$ cat config.mk
export PLATFORM = sky130hd
export DESIGN_NAME = hazard_scoreboard_flat
export DESIGN_NICKNAME = d
export VERILOG_FILES = /design/src/rtl/hazard_if.sv /design/src/rtl/hazard_scoreboard.sv /design/src/flat_wrapper.sv
export SDC_FILE = /design/constraint.sdc
export NUM_CORES = 1
export LEC_CHECK = 0
export BUFFER_PORTS_ARGS = -buffer_cell sky130_fd_sc_hd__buf_2
export CORE_UTILIZATION = 55
export CTS_BUF_LIST = sky130_fd_sc_hd__clkbuf_2
export CTS_CLUSTER_SIZE = 12
export DETAILED_ROUTE_END_ITERATION = 6
export GPL_TIMING_DRIVEN = 0
export PLACE_DENSITY = 0.82
export SYNTH_ARGS = -nofsm -noshare
export SYNTH_HDL_FRONTEND = slang
export SYNTH_SLANG_ARGS = --single-unit
$ cat constraint.sdc
create_clock -name clk -period 3.85 [get_ports clk]
set_input_delay 1.155 -clock clk [delete_from_list [all_inputs] [get_ports clk]]
set_output_delay 1.155 -clock clk [all_outputs]
set_load 0.05 [all_outputs]
$ cat src/rtl/hazard_if.sv
// ID-stage request and hazard/forwarding response bundle between control and the hazard scoreboard.
interface hazard_if #(
  parameter int unsigned REG_ADDR_W = 3,
  parameter int unsigned FWD_SEL_W  = 2
) ();
  logic                  id_valid;
  logic [REG_ADDR_W-1:0] id_rs1;
  logic                  id_rs1_used;
  logic [REG_ADDR_W-1:0] id_rs2;
  logic                  id_rs2_used;
  logic [REG_ADDR_W-1:0] id_rd;
  logic                  id_regwr;
  logic                  id_memrd;
  logic                  kill;
  logic                  stall;
  logic                  issue;
  logic [FWD_SEL_W-1:0]  fwd_a;
  logic [FWD_SEL_W-1:0]  fwd_b;
  logic [15:0]           stall_cnt;

  modport master (
    output id_valid, id_rs1, id_rs1_used, id_rs2, id_rs2_used, id_rd, id_regwr, id_memrd, kill,
    input  stall, issue, fwd_a, fwd_b, stall_cnt
  );

  modport slave (
    input  id_valid, id_rs1, id_rs1_used, id_rs2, id_rs2_used, id_rd, id_regwr, id_memrd, kill,
    output stall, issue, fwd_a, fwd_b, stall_cnt
  );
endinterface

$ cat src/rtl/hazard_scoreboard.sv
// Hazard/forwarding unit that shadows in-flight destinations in a private shift register and
// derives load-use stalls, issue and EX operand forward selects from the ID-stage request.
module hazard_scoreboard #(
  parameter int unsigned REG_ADDR_W  = 3,
  parameter int unsigned FWD_STAGES  = 3,
  parameter int unsigned LOAD_LAT    = 1,
  parameter int unsigned ZERO_REG_EN = 1,
  parameter int unsigned FWD_SEL_W   = 2
) (
  input  logic   clk,
  input  logic   reset,
  hazard_if.slave hz
);

  localparam int unsigned CNT_W = 16;

  typedef struct packed {
    logic                  v;
    logic [REG_ADDR_W-1:0] rd;
    logic                  regwr;
    logic                  memrd;
  } entry_t;

  entry_t               trk_q [FWD_STAGES];
  entry_t               id_entry;
  logic [CNT_W-1:0]     stall_cnt_q;

  logic                 hit_a, hit_b;
  logic                 load_a, load_b;
  logic [FWD_SEL_W-1:0] sel_a, sel_b;
  logic                 raw_stall;
  logic                 stall_c, issue_c;

  // A tracked entry produces source s for the ID instruction
  function automatic logic src_hit(input entry_t e, input logic [REG_ADDR_W-1:0] s,
                                   input logic used, input logic valid);
    return e.v && e.regwr && (e.rd == s) && used && valid &&
           !((ZERO_REG_EN != 0) && (s == '0));
  endfunction

  // Scan oldest to youngest so the youngest producer overwrites any older one
  always_comb begin
    hit_a  = 1'b0;
    hit_b  = 1'b0;
    load_a = 1'b0;
    load_b = 1'b0;
    sel_a  = '0;
    sel_b  = '0;
    for (int k = int'(FWD_STAGES) - 1; k >= 0; k--) begin
      if (src_hit(trk_q[k], hz.id_rs1, hz.id_rs1_used, hz.id_valid)) begin
        hit_a  = 1'b1;
        sel_a  = FWD_SEL_W'(k + 1);
        load_a = trk_q[k].memrd && (k < int'(LOAD_LAT));
      end
      if (src_hit(trk_q[k], hz.id_rs2, hz.id_rs2_used, hz.id_valid)) begin
        hit_b  = 1'b1;
        sel_b  = FWD_SEL_W'(k + 1);
        load_b = trk_q[k].memrd && (k < int'(LOAD_LAT));
      end
    end
  end

  // Kill dominates stall; reset gates every combinational response
  always_comb begin
    raw_stall = (hit_a && load_a) || (hit_b && load_b);
    stall_c   = !reset && !hz.kill && raw_stall;
    issue_c   = !reset && !hz.kill && !raw_stall && hz.id_valid;
    hz.stall  = stall_c;
    hz.issue  = issue_c;
    hz.fwd_a  = (issue_c && hit_a) ? sel_a : '0;
    hz.fwd_b  = (issue_c && hit_b) ? sel_b : '0;
  end

  always_comb begin
    id_entry       = '0;
    id_entry.v     = 1'b1;
    id_entry.rd    = hz.id_rd;
    id_entry.regwr = hz.id_regwr;
    id_entry.memrd = hz.id_memrd;
  end

  assign hz.stall_cnt = stall_cnt_q;

  // Tracking shift register and saturating stall counter
  always_ff @(posedge clk) begin
    if (reset) begin
      for (int k = 0; k < int'(FWD_STAGES); k++) begin
        trk_q[k] <= '0;
      end
      stall_cnt_q <= '0;
    end else begin
      trk_q[0] <= issue_c ? id_entry : '0;
      for (int k = 1; k < int'(FWD_STAGES); k++) begin
        trk_q[k] <= trk_q[k-1];
      end
      if (stall_c && (stall_cnt_q != {CNT_W{1'b1}})) begin
        stall_cnt_q <= stall_cnt_q + CNT_W'(1);
      end
    end
  end

endmodule
$ cat src/flat_wrapper.sv
// flat-port wrapper written by rule: the top's interface ports become plain ports
module hazard_scoreboard_flat 
#(
  parameter int unsigned REG_ADDR_W  = 3,
  parameter int unsigned FWD_STAGES  = 3,
  parameter int unsigned LOAD_LAT    = 1,
  parameter int unsigned ZERO_REG_EN = 1,
  parameter int unsigned FWD_SEL_W   = 2
)
  (clk, reset, hz_id_valid, hz_id_rs1, hz_id_rs1_used, hz_id_rs2, hz_id_rs2_used, hz_id_rd, hz_id_regwr, hz_id_memrd, hz_kill, hz_stall, hz_issue, hz_fwd_a, hz_fwd_b, hz_stall_cnt);
  hazard_if #(.REG_ADDR_W(REG_ADDR_W), .FWD_SEL_W(FWD_SEL_W)) hz_i ();
  input  logic clk;
  input  logic reset;
  input wire logic [$bits(hz_i.id_valid)-1:0] hz_id_valid;
  input wire logic [$bits(hz_i.id_rs1)-1:0] hz_id_rs1;
  input wire logic [$bits(hz_i.id_rs1_used)-1:0] hz_id_rs1_used;
  input wire logic [$bits(hz_i.id_rs2)-1:0] hz_id_rs2;
  input wire logic [$bits(hz_i.id_rs2_used)-1:0] hz_id_rs2_used;
  input wire logic [$bits(hz_i.id_rd)-1:0] hz_id_rd;
  input wire logic [$bits(hz_i.id_regwr)-1:0] hz_id_regwr;
  input wire logic [$bits(hz_i.id_memrd)-1:0] hz_id_memrd;
  input wire logic [$bits(hz_i.kill)-1:0] hz_kill;
  output wire logic [$bits(hz_i.stall)-1:0] hz_stall;
  output wire logic [$bits(hz_i.issue)-1:0] hz_issue;
  output wire logic [$bits(hz_i.fwd_a)-1:0] hz_fwd_a;
  output wire logic [$bits(hz_i.fwd_b)-1:0] hz_fwd_b;
  output wire logic [$bits(hz_i.stall_cnt)-1:0] hz_stall_cnt;
  assign hz_i.id_valid = hz_id_valid;
  assign hz_i.id_rs1 = hz_id_rs1;
  assign hz_i.id_rs1_used = hz_id_rs1_used;
  assign hz_i.id_rs2 = hz_id_rs2;
  assign hz_i.id_rs2_used = hz_id_rs2_used;
  assign hz_i.id_rd = hz_id_rd;
  assign hz_i.id_regwr = hz_id_regwr;
  assign hz_i.id_memrd = hz_id_memrd;
  assign hz_i.kill = hz_kill;
  assign hz_stall = hz_i.stall;
  assign hz_issue = hz_i.issue;
  assign hz_fwd_a = hz_i.fwd_a;
  assign hz_fwd_b = hz_i.fwd_b;
  assign hz_stall_cnt = hz_i.stall_cnt;
  hazard_scoreboard #(.REG_ADDR_W(REG_ADDR_W), .FWD_STAGES(FWD_STAGES), .LOAD_LAT(LOAD_LAT), .ZERO_REG_EN(ZERO_REG_EN), .FWD_SEL_W(FWD_SEL_W)) u_core (.clk(clk), .reset(reset), .hz(hz_i));
endmodule
# == Yosys cells after proc, flatten, opt, wreduce, memory -nomap -nowiden ==
# Memory sizes are Yosys's and may differ from the RTL's.
# Index checks and enable logic that the tools add are counted.
# op_classes
add_sub_neg,1
n_reduce_logical,44
n_eq_ne,7
bitwise,3
n_mux,23
# ops
op,count
1-bit logical AND,36
6-bit 2-to-1 mux,4
3-bit equality test,6
"16-bit by 1-bit adder with 16-bit output, second input constant",1
2-bit 2-to-1 mux,8
"16-bit != test, second input constant",1
1-bit 2-to-1 mux,11
3-bit logical NOT,2
1-bit logical NOT,5
1-bit bitwise OR,3
1-bit logical OR,1
# word_totals
n_memories,1
ramBits,18
register_bits,16
elab_cells,80
output_inout_bits,22
inputBits,17
# mem_list
name,words,width,read_ports,rd_ports_with_merged_regs,wr,line_no,text
u_core.trk_q,3,6,3,0,3,hazard_scoreboard.sv:24,entry_t trk_q [FWD_STAGES];

# == Longest topological paths before layout ==
# Gate-level depths: netlist (run 1).
# An unclocked memory read counts as a cell.
# depth
word_depth,16
mapped_depth,8

# == Worst setup path after synthesis (run 1) ==
# OpenSTA, ideal clock, no wires.
# synth_path
path_type,input to output
startpoint,input port hz_id_rs1[0]
endpoint,output port hz_fwd_a[0]
cell_stages,6
slack_ns,-0.739
path_buffers,1
arrival_ns,3.434
cell_sequence,o311ai_0 > nor3_1 > nand4_1 > buf_2 > a21oi_1 > a211oi_1
# synth_between
elab_chain_len,15
elab_cells_between_ends,31
classes_between,eq/ne: 3; mux: 8; reduce/logical: 20
# synth_rtl
element,line_no,text
"start, declared",flat_wrapper.sv:15,input wire logic [$bits(hz_i.id_rs1)-1:0] hz_id_rs1;
3-bit equality test,hazard_scoreboard.sv:37,return e.v && e.regwr && (e.rd == s) && used && valid &&
1-bit logical AND (4 in series),hazard_scoreboard.sv:37,
1-bit 2-to-1 mux (3 in series),hazard_scoreboard.sv:50,"if (src_hit(trk_q[k], hz.id_rs1, hz.id_rs1_used, hz.id_valid)) begin"
1-bit logical AND,hazard_scoreboard.sv:65,raw_stall = (hit_a && load_a) || (hit_b && load_b);
1-bit logical OR,hazard_scoreboard.sv:65,
1-bit logical NOT,hazard_scoreboard.sv:67,issue_c = !reset && !hz.kill && !raw_stall && hz.id_valid;
1-bit logical AND (2 in series),hazard_scoreboard.sv:67,
1-bit logical AND,hazard_scoreboard.sv:70,hz.fwd_a = (issue_c && hit_a) ? sel_a : '0;
2-bit 2-to-1 mux (*),hazard_scoreboard.sv:70,
"end, declared",flat_wrapper.sv:25,output wire logic [$bits(hz_i.fwd_a)-1:0] hz_fwd_a;
# Mark *: on every way between the ends. The rest lies on a longest branch, timed or not.

# == Worst setup path after layout (run 1) ==
# layout_path
startpoint,input port hz_id_rs2[1]
endpoint,output port hz_issue
# layout_between
elab_chain_len,13
elab_cells_between_ends,26
classes_between,eq/ne: 3; mux: 4; reduce/logical: 19
# layout_rtl
element,line_no,text
"start, declared",flat_wrapper.sv:17,input wire logic [$bits(hz_i.id_rs2)-1:0] hz_id_rs2;
3-bit equality test,hazard_scoreboard.sv:37,
1-bit logical AND (4 in series),hazard_scoreboard.sv:37,
1-bit 2-to-1 mux (3 in series),hazard_scoreboard.sv:55,"if (src_hit(trk_q[k], hz.id_rs2, hz.id_rs2_used, hz.id_valid)) begin"
1-bit logical AND (*),hazard_scoreboard.sv:65,
1-bit logical OR (*),hazard_scoreboard.sv:65,
1-bit logical NOT (*),hazard_scoreboard.sv:67,
1-bit logical AND (*) (2 in series),hazard_scoreboard.sv:67,
"end, declared",flat_wrapper.sv:24,output wire logic [$bits(hz_i.issue)-1:0] hz_issue;
# Marked as above.

==> key figures, run 1 <==
Run status
  – Status: finished, final reports clean

Job
  – Max Cap Violations: 0

Finish
  – Area of the multi-input gates: 0.00102 sq mm
  – Synthesis-to-finish area growth: 27.0%
  – Most frequent cells in the layout: dfxtp_1, buf_2, nor2_1
  – Commonest non-fill, non-tap cell in the layout: dfxtp_1
  – Share of post-route cells with drive strength above 1: 0.303
  – Non-Filler Instances: 265
  – Ant. Diodes: 0
  – Register area: 641 sq um
  – Final #Nets: 251
  – Fillers: 215

Power and ir drop
  – P_leak: 0.000810 uW
  – Switching Fraction: 0.253
  – Tot Pwr: 542 uW
  – Combinational power share: 0.092
  – Maximum vdd ir drop: 0.000240 V
  – NetSw: 137 uW
  – Pwr per Cell Area: 261 mW/mm^2
  – Share of power burned in the clock network: 0.286
  – Reg power frac: 0.623
  – Int Pwr: 405 uW

Die
  – Die Wd: 56.5 um
  – Die height: 56.5 um
  – Row cnt: 19
  – IO Count: 39
  – Core area: 0.00278 sq mm
  – Die area: 0.00319 sq mm
  – Effective utilization at floorplan: 0.587

Global routing
  – GRT Total Usage: 0.255
  – Number of global-route vias before repair: 1443
  – Global route overflow: 0
  – First-pass GRT wire length: 6.35 mm
  – Initial antenna violation count: 0
  – Largest net degree at the start of global routing: 11

Yosys
  – Mapped Area: 0.00163 sq mm
  – FF+latch count, synth: 32
  – Top_reg_cell synth: dfxtp_1
  – Post-synth EDFFs: 0
  – Cell count after synthesis: 183
  – Ys async rst share: 0
  – Average size of a mapped cell: 8.93 sq um
  – Synth cell types: 40
  – Sequential element share of the synthesized area: 0.392
  – Syn nets: 201
  – Synth Warn #: 0

Setup path
  – Worst path required time: 2690 ps
  – Critical Path Max Stage Delay: 380 ps
  – Critical Path Slowest Stage Cell: or3b_1
  – Crit-path max FO: 5
  – Cell mode on critical path: buf_6
  – Critical-path cell list: buf_8 -> or3b_1 -> a211oi_2 -> o21ai_2 -> buf_6 -> a21oi_4 -> nor2_4 -> buf_6
  – Crit path max-delay family: compound AO/OA/AOI/OAI gates
  – Critical path launch point type: input port
  – Crit path DAT: 2690 ps
  – Crit path buf inv count: 3
  – Kind of critical path: input port to output pin
  – CP endpoint kind: output pin

Timing
  – Minimum clock period: 3840 ps
  – Final Cycle Share: 0.998
  – Worst Tran Pin Value: 595 ps
  – RSZ-0062 raised after global routing: true
  – Worst Skew: 18.9 ps
  – Setup TNS: 0 ps
  – Fmax: 260 MHz
  – Worst slew margin: 0.600
  – Setup slack after layout: 6.56 ps
  – Hold WS: 487 ps
  – Slew Limit Fails: 0
  – Final setup fails: 0
  – Final Hold Fails: 0

Routing
  – DRC viols: 0
  – Post-DR vias/cell: 5.89
  – Post-route ant nets: 0
  – Routed wire length per instance: 14.8 um
  – Routed WL: 3.93 mm
  – Initial DRC Count: 60
  – Vias: 1562
  – DR pass1 iterations: 5

Hold path
  – Hold crit path type: register to register

Placement
  – Buffers on Ports: 37
  – Detailed Place HPWL: 2.91 mm
  – GPL Wtd Cong: 0.795
  – Dpl ws: -390 ps
  – Placed cell count: 251

Clock network
  – CTS tree: built
  – CTS sink count: 32
  – Clock Latency Late Sink: 360 ps
  – Root Buffer: clkbuf_2
  – Clock buffer count from CTS: 5
  – Clk pin slew, worst setup/hold paths: 160 ps
  – H-tree levels: 2
  – CTS Hold Bufs: 0
  – Max Root-Sink Buffers: 2
[sequential cells by signal (all words and copies together), names as in the netlist]
register / count
u_core.hz.stall_cnt: 16
u_core.trk_q: 16
[per-layer routing]
metal	GRT usage	part of all wire
met2	0.408	0.51
met3	0.0553	0.044
met4	0.129	0.015
met5	0	0
met1	0.321	0.43
[layout make-up]
cell class / count / share of cell area
multi-input cells: 141 / 0.492
flip-flops and latches: 32 / 0.309
repair buffers: 43 / 0.131
plain buffers: 7 / 0.0253
well taps: 31 / 0.0187
clock buffers: 7 / 0.0169
inverters: 3 / 0.00542
clock inverters: 1 / 0.00181
[kinds of logic after synthesis]
| family | Yosys count | synth area share |
|---|---|---|
| AND/OR/NAND/NOR | 84 | 0.278 |
| flip-flops | 32 | 0.392 |
| AO/OA/AOI/OAI | 29 | 0.147 |
| XOR/XNOR | 23 | 0.123 |
| buffers and inverters | 10 | 0.0253 |
| multiplexers | 4 | 0.0268 |
| adder cells (fa/ha/maj) | 1 | 0.00766 |
[final timing paths]
path,start,end,slack (ps),depth (start not counted)
hold reg to reg,u_core.trk_q[0][1],u_core.trk_q[0][7],490,1
setup / recovery,hz_id_rs2[1],hz_issue,7,8
hold / removal,u_core.trk_q[0][1],u_core.trk_q[0][7],490,1
setup reg to reg,u_core.hz.stall_cnt[0],u_core.hz.stall_cnt[9],1320,7
[power groups by stage]
| stage | Clock, uW | Sequential [uW] | Combinational [uW] |
|---|---|---|---|
| 2_1_floorplan | 0 | 344 | 23.4 |
| 3_3_place_gp | 0 | 345 | 40.2 |
| 3_5_place_dp | 0 | 345 | 42.2 |
| 4_1_cts | 156 | 338 | 45.7 |
| 5_1_grt | 173 | 338 | 53.6 |
| 6_report | 155 | 338 | 49.7 |
[metrics by stage]
stage,util,area (sq um)
after floorplan,-,1670
after global placement,0.682,1900
after detailed placement,0.682,1900
after CTS,0.717,2000
after global routing,0.746,2080
final,0.746,2080
[cells in the mapped netlist (2+ instances only)]
cell,number,area share
dfxtp_1,32,0.39
nor2b_1,14,0.054
xor2_1,12,0.064
nand2b_1,5,0.019
a21oi_1,7,0.021
nor3_1,3,0.0092
inv_1,3,0.0069
nand3_1,8,0.025
buf_2,3,0.0092
o311ai_0,2,0.011
nand4_1,9,0.034
clkbuf_1,3,0.0069
mux2_2,3,0.021
xnor2_1,11,0.059
a211oi_1,6,0.028
and2_1,5,0.019
a31o_2,2,0.011
nand2_1,5,0.011
nor2_1,22,0.051
and3_1,2,0.0077
or4_1,2,0.0092
nor4_1,5,0.019
a21o_1,2,0.0092
[timing repair]
item,4_1_cts,5_1_grt
resized for setup,13,11
pin swaps,1,6
buffers inserted,1,5
setup endpoints to repair,5,5
Note: power is estimated with default switching activity, not from simulation.
==> inputs of run 2 (changes only) <==
- CORE_UTILIZATION: 55 -> 50
- PLACE_DENSITY: 0.82 -> 0.78
- REMOVE_ABC_BUFFERS: not set -> 1
- clock period: 3.85 -> 3.1 ns (I/O delays scaled with it)
==> run 2 against run 1 <==
Against the previous run: the run now ends with setup timing left; cell area up 8.9%; non-clock buffer count up 3; worst setup slack worse by 230 ps; largest cell class unchanged; critical path depth unchanged; first-iteration DRC count up 30%; power up 46%; wire length up 8.1%; largest power group unchanged; critical path type unchanged; hold slack better by 13 ps; sequential power up 25%; via count up 1.7%; clock power up 92%.
==> key figures, run 2 (synthesized netlist as in run 1, its figures left out) <==
Run status
  – Status: finished with violations (was finished, final reports clean)
  – Failing checks: setup timing

Timing
  – Worst slew margin: 0.616 (was 0.600)
  – RSZ-0062 raised after global routing: true (unchanged)
  – Worst Tran Pin Value: 576 ps (was 595 ps)
  – Hold WS: 501 ps (was 487 ps)
  – Setup slack after layout: -226 ps (was 6.56 ps)
  – Final setup fails: 6 (was 0)
  – Final Hold Fails: 0 (unchanged)
  – Slew Limit Fails: 0 (unchanged)
  – Final Cycle Share: 1.07
  – Minimum clock period: 3330 ps
  – Setup TNS: -1210 ps (was 0 ps)
  – Worst Skew: 13.5 ps (was 18.9 ps)
  – Fmax: 301 MHz

Finish
  – Share of post-route cells with drive strength above 1: 0.359 (was 0.303)
  – Ant. Diodes: 0 (unchanged)
  – Area of the multi-input gates: 0.00106 sq mm (was 0.00102 sq mm)
  – Synthesis-to-finish area growth: 38.3% (was 27.0%)
  – Final #Nets: 254 (was 251)
  – Register area: 641 sq um (unchanged)
  – Commonest non-fill, non-tap cell in the layout: dfxtp_1 (unchanged)
  – Most frequent cells in the layout: dfxtp_1, buf_2, nor2_1 (unchanged)
  – Fillers: 218 (was 215)

Die
  – Die area: 0.00350 sq mm (was 0.00319 sq mm)
  – Die height: 59.2 um (was 56.5 um)
  – Core area: 0.00308 sq mm (was 0.00278 sq mm)
  – Die Wd: 59.2 um (was 56.5 um)
  – Effective utilization at floorplan: 0.531 (was 0.587)
  – Row cnt: 20 (was 19)
  – IO Count: 39 (unchanged)

Placement
  – Buffers on Ports: 38 (was 37)
  – Detailed Place HPWL: 2.42 mm (was 2.91 mm)
  – GPL Wtd Cong: 1.02 (was 0.795)

Setup path
  – Worst path required time: 2170 ps (was 2690 ps)
  – Crit path DAT: 2400 ps (was 2690 ps)
  – Critical Path Max Stage Delay: 280 ps (was 380 ps)
  – CP endpoint kind: output pin (unchanged)
  – Crit path max-delay family: buffers and inverters (was compound AO/OA/AOI/OAI gates)
  – Crit path buf inv count: 3 (unchanged)
  – Critical Path Slowest Stage Cell: nor3_2 (was or3b_1)
  – Critical path launch point type: input port (unchanged)
  – Crit-path max FO: 5 (unchanged)
  – Kind of critical path: input port to output pin (unchanged)
  – Critical-path cell list: clkbuf_4 -> o311ai_4 -> nor3_2 -> nand4_1 -> buf_4 -> a21oi_4 -> a211oi_2 -> buf_6 (was buf_8 -> or3b_1 -> a211oi_2 -> o21ai_2 -> buf_6 -> a21oi_4 -> nor2_4 -> buf_6)

Clock network
  – CTS tree: built (unchanged)
  – Root Buffer: clkbuf_2 (unchanged)
  – CTS sink count: 32 (unchanged)
  – Clock buffer count from CTS: 5 (unchanged)
  – Clk pin slew, worst setup/hold paths: 170 ps (was 160 ps)
  – Max Root-Sink Buffers: 2 (unchanged)
  – CTS Hold Bufs: 0 (unchanged)
  – H-tree levels: 2 (unchanged)
  – Clock Latency Late Sink: 400 ps (was 360 ps)

Power and ir drop
  – P_leak: 0.000864 uW (was 0.000810 uW)
  – Maximum vdd ir drop: 0.000309 V (was 0.000240 V)
  – Pwr per Cell Area: 351 mW/mm^2 (was 261 mW/mm^2)

Global routing
  – First-pass GRT wire length: 6.15 mm (was 6.35 mm)
  – Global route overflow: 0 (unchanged)
  – GRT Total Usage: 0.239 (was 0.255)
  – Initial antenna violation count: 0 (unchanged)
  – Largest net degree at the start of global routing: 35 (was 11)
  – Number of global-route vias before repair: 1378 (was 1443)

Routing
  – Post-route ant nets: 0 (unchanged)
  – Vias: 1589 (was 1562)
  – Initial DRC Count: 78 (was 60)
  – Post-DR vias/cell: 5.65 (was 5.89)
  – Routed WL: 4.24 mm (was 3.93 mm)
  – Routed wire length per instance: 15.1 um (was 14.8 um)
  – DR pass1 iterations: 4 (was 5)
  – DRC viols: 0 (unchanged)

Job
  – Max Cap Violations: 0 (unchanged)

Hold path
  – Hold crit path type: register to register (unchanged)
run 2: worst register-to-register path, cell delays in order, from the launching register on:
cell      delay (ps)
dfxtp_1          420
or3b_4           440
a211oi_4         240
o21ai_4          130
buf_6            150
buf_4            140
a21oi_2          370
and3_1           240
mux2_2           330
run 2: repair_timing:
action	4_1_cts	5_1_grt
resized for setup	32	23
gates cloned	0	0
pin swaps	12	11
buffers inserted	9	6
endpoints found under the setup margin	6	6
run 2: cell type report:
type                       count  area share
multi-input combinational    141       0.471
sequential                    32       0.283
timing repair buffer          53       0.185
tap                           44      0.0244
clock inverter                 3      0.0205
clock buffer                   5      0.0111
inverter                       3     0.00498
run 2: metal layers:
layer / global-route usage / routed length (um) / up-vias
met5: 0 / 0 / -
met4: 0.105 / 176 / 0
met3: 0.0699 / 272 / 14
met2: 0.362 / 1960 / 75
met1: 0.315 / 1840 / 739
li1: - / - / 761
run 2: worst paths after layout:
kind / startpoint / endpoint / slack, ps / depth (start not counted)
worst max-delay path: hz_id_valid / hz_fwd_a[0] / -230 / 8
worst min-delay path: u_core.trk_q[0][11] / u_core.trk_q[0][17] / 500 / 1
worst max register to register: u_core.trk_q[0][3] / u_core.hz.stall_cnt[9] / 580 / 8
worst min register to register: u_core.trk_q[0][11] / u_core.trk_q[0][17] / 500 / 1
run 2: per-stage QoR:
step | power, uW | util | area (sq um) | std cells | setup slack, ps
final | 794 | 0.734 | 2260 | 281 | -226
after global routing | 818 | 0.734 | 2260 | 281 | -227
after CTS | 779 | 0.687 | 2110 | 275 | -165
after detailed placement | 476 | 0.601 | 1850 | 258 | -925
after global placement | 475 | 0.601 | 1850 | 258 | -934
after floorplan | 449 | - | 1600 | 176 | -1080
run 2: power by group:
| group | total, uW | internal, uW | leakage [uW] | switching [uW] |
|---|---|---|---|---|
| combinational | 76.5 | 37.9 | 0.000566 | 38.7 |
| clock | 297 | 139 | 0.0000396 | 158 |
| sequential | 421 | 416 | 0.000259 | 4.51 |
| total | 794 | 593 | 0.000864 | 201 |
==> inputs of run 3 (changes only) <==
- ABC_AREA: not set -> 1
- CORE_UTILIZATION: 50 -> 51
- TNS_END_PERCENT: not set -> 5
==> run 3 against run 2 <==
Against the previous run: the run now ends clean; final cell count increased by 30%; via count is 18% higher; core utilization down 9.4 points; critical path depth grew 3; critical path type unchanged; critical endpoint is now hz_fwd_b[1]; largest cell class unchanged.
==> key figures, run 3 <==
Yosys
  – Yosys top cell by area: dfxtp_1 (unchanged)
  – Average size of a mapped cell: 6.69 sq um (was 8.93 sq um)
  – Synth Warn #: 0 (unchanged)
  – Top post-synthesis cells by count: nand2_1, nor2_1, inv_1, dfxtp_1, nand4_1 (was dfxtp_1, nor2_1, nor2b_1, xor2_1, xnor2_1)
  – Cell count after synthesis: 278 (was 183)
  – FF+latch count, synth: 32 (unchanged)
  – Post-synth EDFFs: 0 (unchanged)
  – Count leader, synth: nand2_1 (was dfxtp_1)
  – Synth area leaders: dfxtp_1, nand2_1, nor2_1, inv_1, nand4_1 (was dfxtp_1, xor2_1, xnor2_1, nor2b_1, nor2_1)
  – Synth cell types: 27 (was 40)
  – Ys async rst share: 0 (unchanged)
  – Top_reg_cell synth: dfxtp_1 (unchanged)
  – Top-area cell type share of the netlist area: 0.345 (was 0.392)
  – Mapped Area: 0.00186 sq mm (was 0.00163 sq mm)
  – Sequential element share of the synthesized area: 0.345 (was 0.392)

Global routing
  – Number of global-route vias before repair: 1716 (was 1378)
  – Global route overflow: 0 (unchanged)
  – First-pass GRT wire length: 7.17 mm (was 6.15 mm)
  – GRT Total Usage: 0.229 (was 0.239)
  – Largest net degree at the start of global routing: 27 (was 35)
  – Initial antenna violation count: 0 (unchanged)

Routing
  – DR pass1 iterations: 4 (unchanged)
  – Routed wire length per instance: 11.5 um (was 15.1 um)
  – Post-route ant nets: 0 (unchanged)
  – Initial DRC Count: 96 (was 78)
  – Routed WL: 4.22 mm (was 4.24 mm)
  – Post-DR vias/cell: 5.12 (was 5.65)
  – Vias: 1874 (was 1589)
  – DRC viols: 0 (unchanged)

Setup path
  – Kind of critical path: input port to output pin (unchanged)
  – Crit-path max FO: 7 (was 5)
  – Worst path required time: 2170 ps (about the same)
  – Crit path DAT: 2080 ps (was 2400 ps)
  – Critical path launch point type: input port (unchanged)
  – CP endpoint kind: output pin (unchanged)

Timing
  – Final setup fails: 0 (was 6)
  – Final Cycle Share: 0.971 (was 1.07)
  – Final Hold Fails: 0 (unchanged)
  – Worst Tran Pin Value: 536 ps (was 576 ps)
  – Minimum clock period: 3010 ps (was 3330 ps)
  – Worst Skew: 15.3 ps (was 13.5 ps)
  – Worst slew margin: 0.643 (was 0.616)
  – Slew Limit Fails: 0 (unchanged)
  – Fmax: 332 MHz (was 301 MHz)

Placement
  – Buffers on Ports: 38 (unchanged)
  – GPL Wtd Cong: 0.876 (was 1.02)
  – Area post-placement: 0.00205 sq mm (was 0.00185 sq mm)
  – Detailed Place HPWL: 2.91 mm (was 2.42 mm)

Clock network
  – CTS Hold Bufs: 0 (unchanged)
  – Clock buffer count from CTS: 5 (unchanged)
  – H-tree levels: 2 (unchanged)
  – Max Root-Sink Buffers: 2 (unchanged)
  – CTS sink count: 32 (unchanged)
  – CTS tree: built (unchanged)
  – Clock Latency Late Sink: 390 ps (was 400 ps)
  – Clk pin slew, worst setup/hold paths: 170 ps (about the same)
  – Root Buffer: clkbuf_2 (unchanged)

Power and ir drop
  – Pwr per Cell Area: 311 mW/mm^2 (was 351 mW/mm^2)
  – Maximum vdd ir drop: 0.000168 V (was 0.000309 V)
  – Tot Pwr: 679 uW (was 794 uW)
  – P_leak: 0.000943 uW (was 0.000864 uW)

Finish
  – Ant. Diodes: 0 (unchanged)
  – Commonest non-fill, non-tap cell in the layout: nand2_1 (was dfxtp_1)
  – Share of post-route cells with drive strength above 1: 0.225 (was 0.359)
  – Most frequent cells in the layout: nand2_1, nor2_1, inv_1 (was dfxtp_1, buf_2, nor2_1)
  – Final #Nets: 337 (was 254)
  – Synthesis-to-finish area growth: 17.6% (was 38.3%)
  – Design area: 0.00219 sq mm (was 0.00226 sq mm)

Job
  – Max Cap Violations: 0 (unchanged)

Die
  – Effective utilization at floorplan: 0.544 (was 0.531)
  – Row cnt: 21 (was 20)
  – Die area: 0.00389 sq mm (was 0.00350 sq mm)
  – Core area: 0.00342 sq mm (was 0.00308 sq mm)
  – Die height: 62.4 um (was 59.2 um)
  – IO Count: 39 (unchanged)
  – Die Wd: 62.4 um (was 59.2 um)

Run status
  – Status: finished, final reports clean (was finished with violations)

Hold path
  – Hold crit path type: register to register (unchanged)
-- run 3: power by group --
group | internal (uW) | leakage, uW | total (uW) | switching, uW
combinational | 23.4 | 0.000654 | 62.6 | 39.1
sequential | 416 | 0.000259 | 418 | 2.58
clock | 50.4 | 0.0000302 | 198 | 148
-- run 3: path summary, 6_finish.rpt --
path / startpoint / end / slack (ps) / depth (start not counted)
setup / recovery: hz_id_rs1[0] / hz_fwd_b[1] / 90 / 11
hold / removal: u_core.trk_q[0][5] / u_core.trk_q[0][11] / 430 / 2
setup reg to reg: u_core.hz.stall_cnt[0] / u_core.hz.stall_cnt[9] / 1230 / 9
hold reg to reg: u_core.trk_q[0][5] / u_core.trk_q[0][11] / 430 / 2
-- run 3: stage by stage --
step | hold WS, ps | util | worst slack [ps] | setup TNS, ps | std cells
3_5_place_dp | 416 | 0.599 | -737 | -3480 | 354
5_1_grt | 451 | 0.640 | -35.8 | -105 | 366
4_1_cts | 433 | 0.627 | 43.4 | 0 | 366
6_report | 432 | 0.640 | 89.5 | 0 | 366
2_1_floorplan | 403 | - | -440 | -1890 | 270
3_3_place_gp | 404 | 0.599 | -690 | -3240 | 354
-- run 3: layout make-up --
type                            count  area, sq um
Clock buffer                        5         25.0
Clock inverter                      3         13.8
Fill cell                         344         1230
Inverter                           37          139
Multi-Input combinational cell    201         1060
Sequential cell                    32          641
Tap cell                           46         57.6
Timing Repair Buffer               42          254
-- run 3: repair_timing --
item	in CTS	in global routing
endpoints found under the setup margin	6	6
pin swaps	2	1
buffers inserted	4	0
gates resized for setup	7	16
-- run 3: critical path, cell delays in order --
cell     delay [ps]
buf_2           140
nor2_2          140
nand2_2          70
nand3_1          70
nor2_1           60
nand3_2          80
nand2_4          60
inv_2            70
nand3_4         130
nor2_2          160
buf_6           170
-- run 3: cells by family after synthesis --
logic type / Yosys count / share of synthesized area
compound gates: 29 / 0.0801
simple gates: 154 / 0.382
fa+ha+maj: 1 / 0.00673
xor+xnor: 17 / 0.0801
buf+inv: 45 / 0.107
flops: 32 / 0.345
-- run 3: routing by layer --
layer,GRT usage,part of all wire,wire length [um],vias to the layer above
li1,-,-,-,967
met1,0.248,0.43,1800,847
met2,0.424,0.50,2100,47
met3,0.0511,0.050,210,13
met4,0.102,0.025,106,0
met5,0,0,0,-
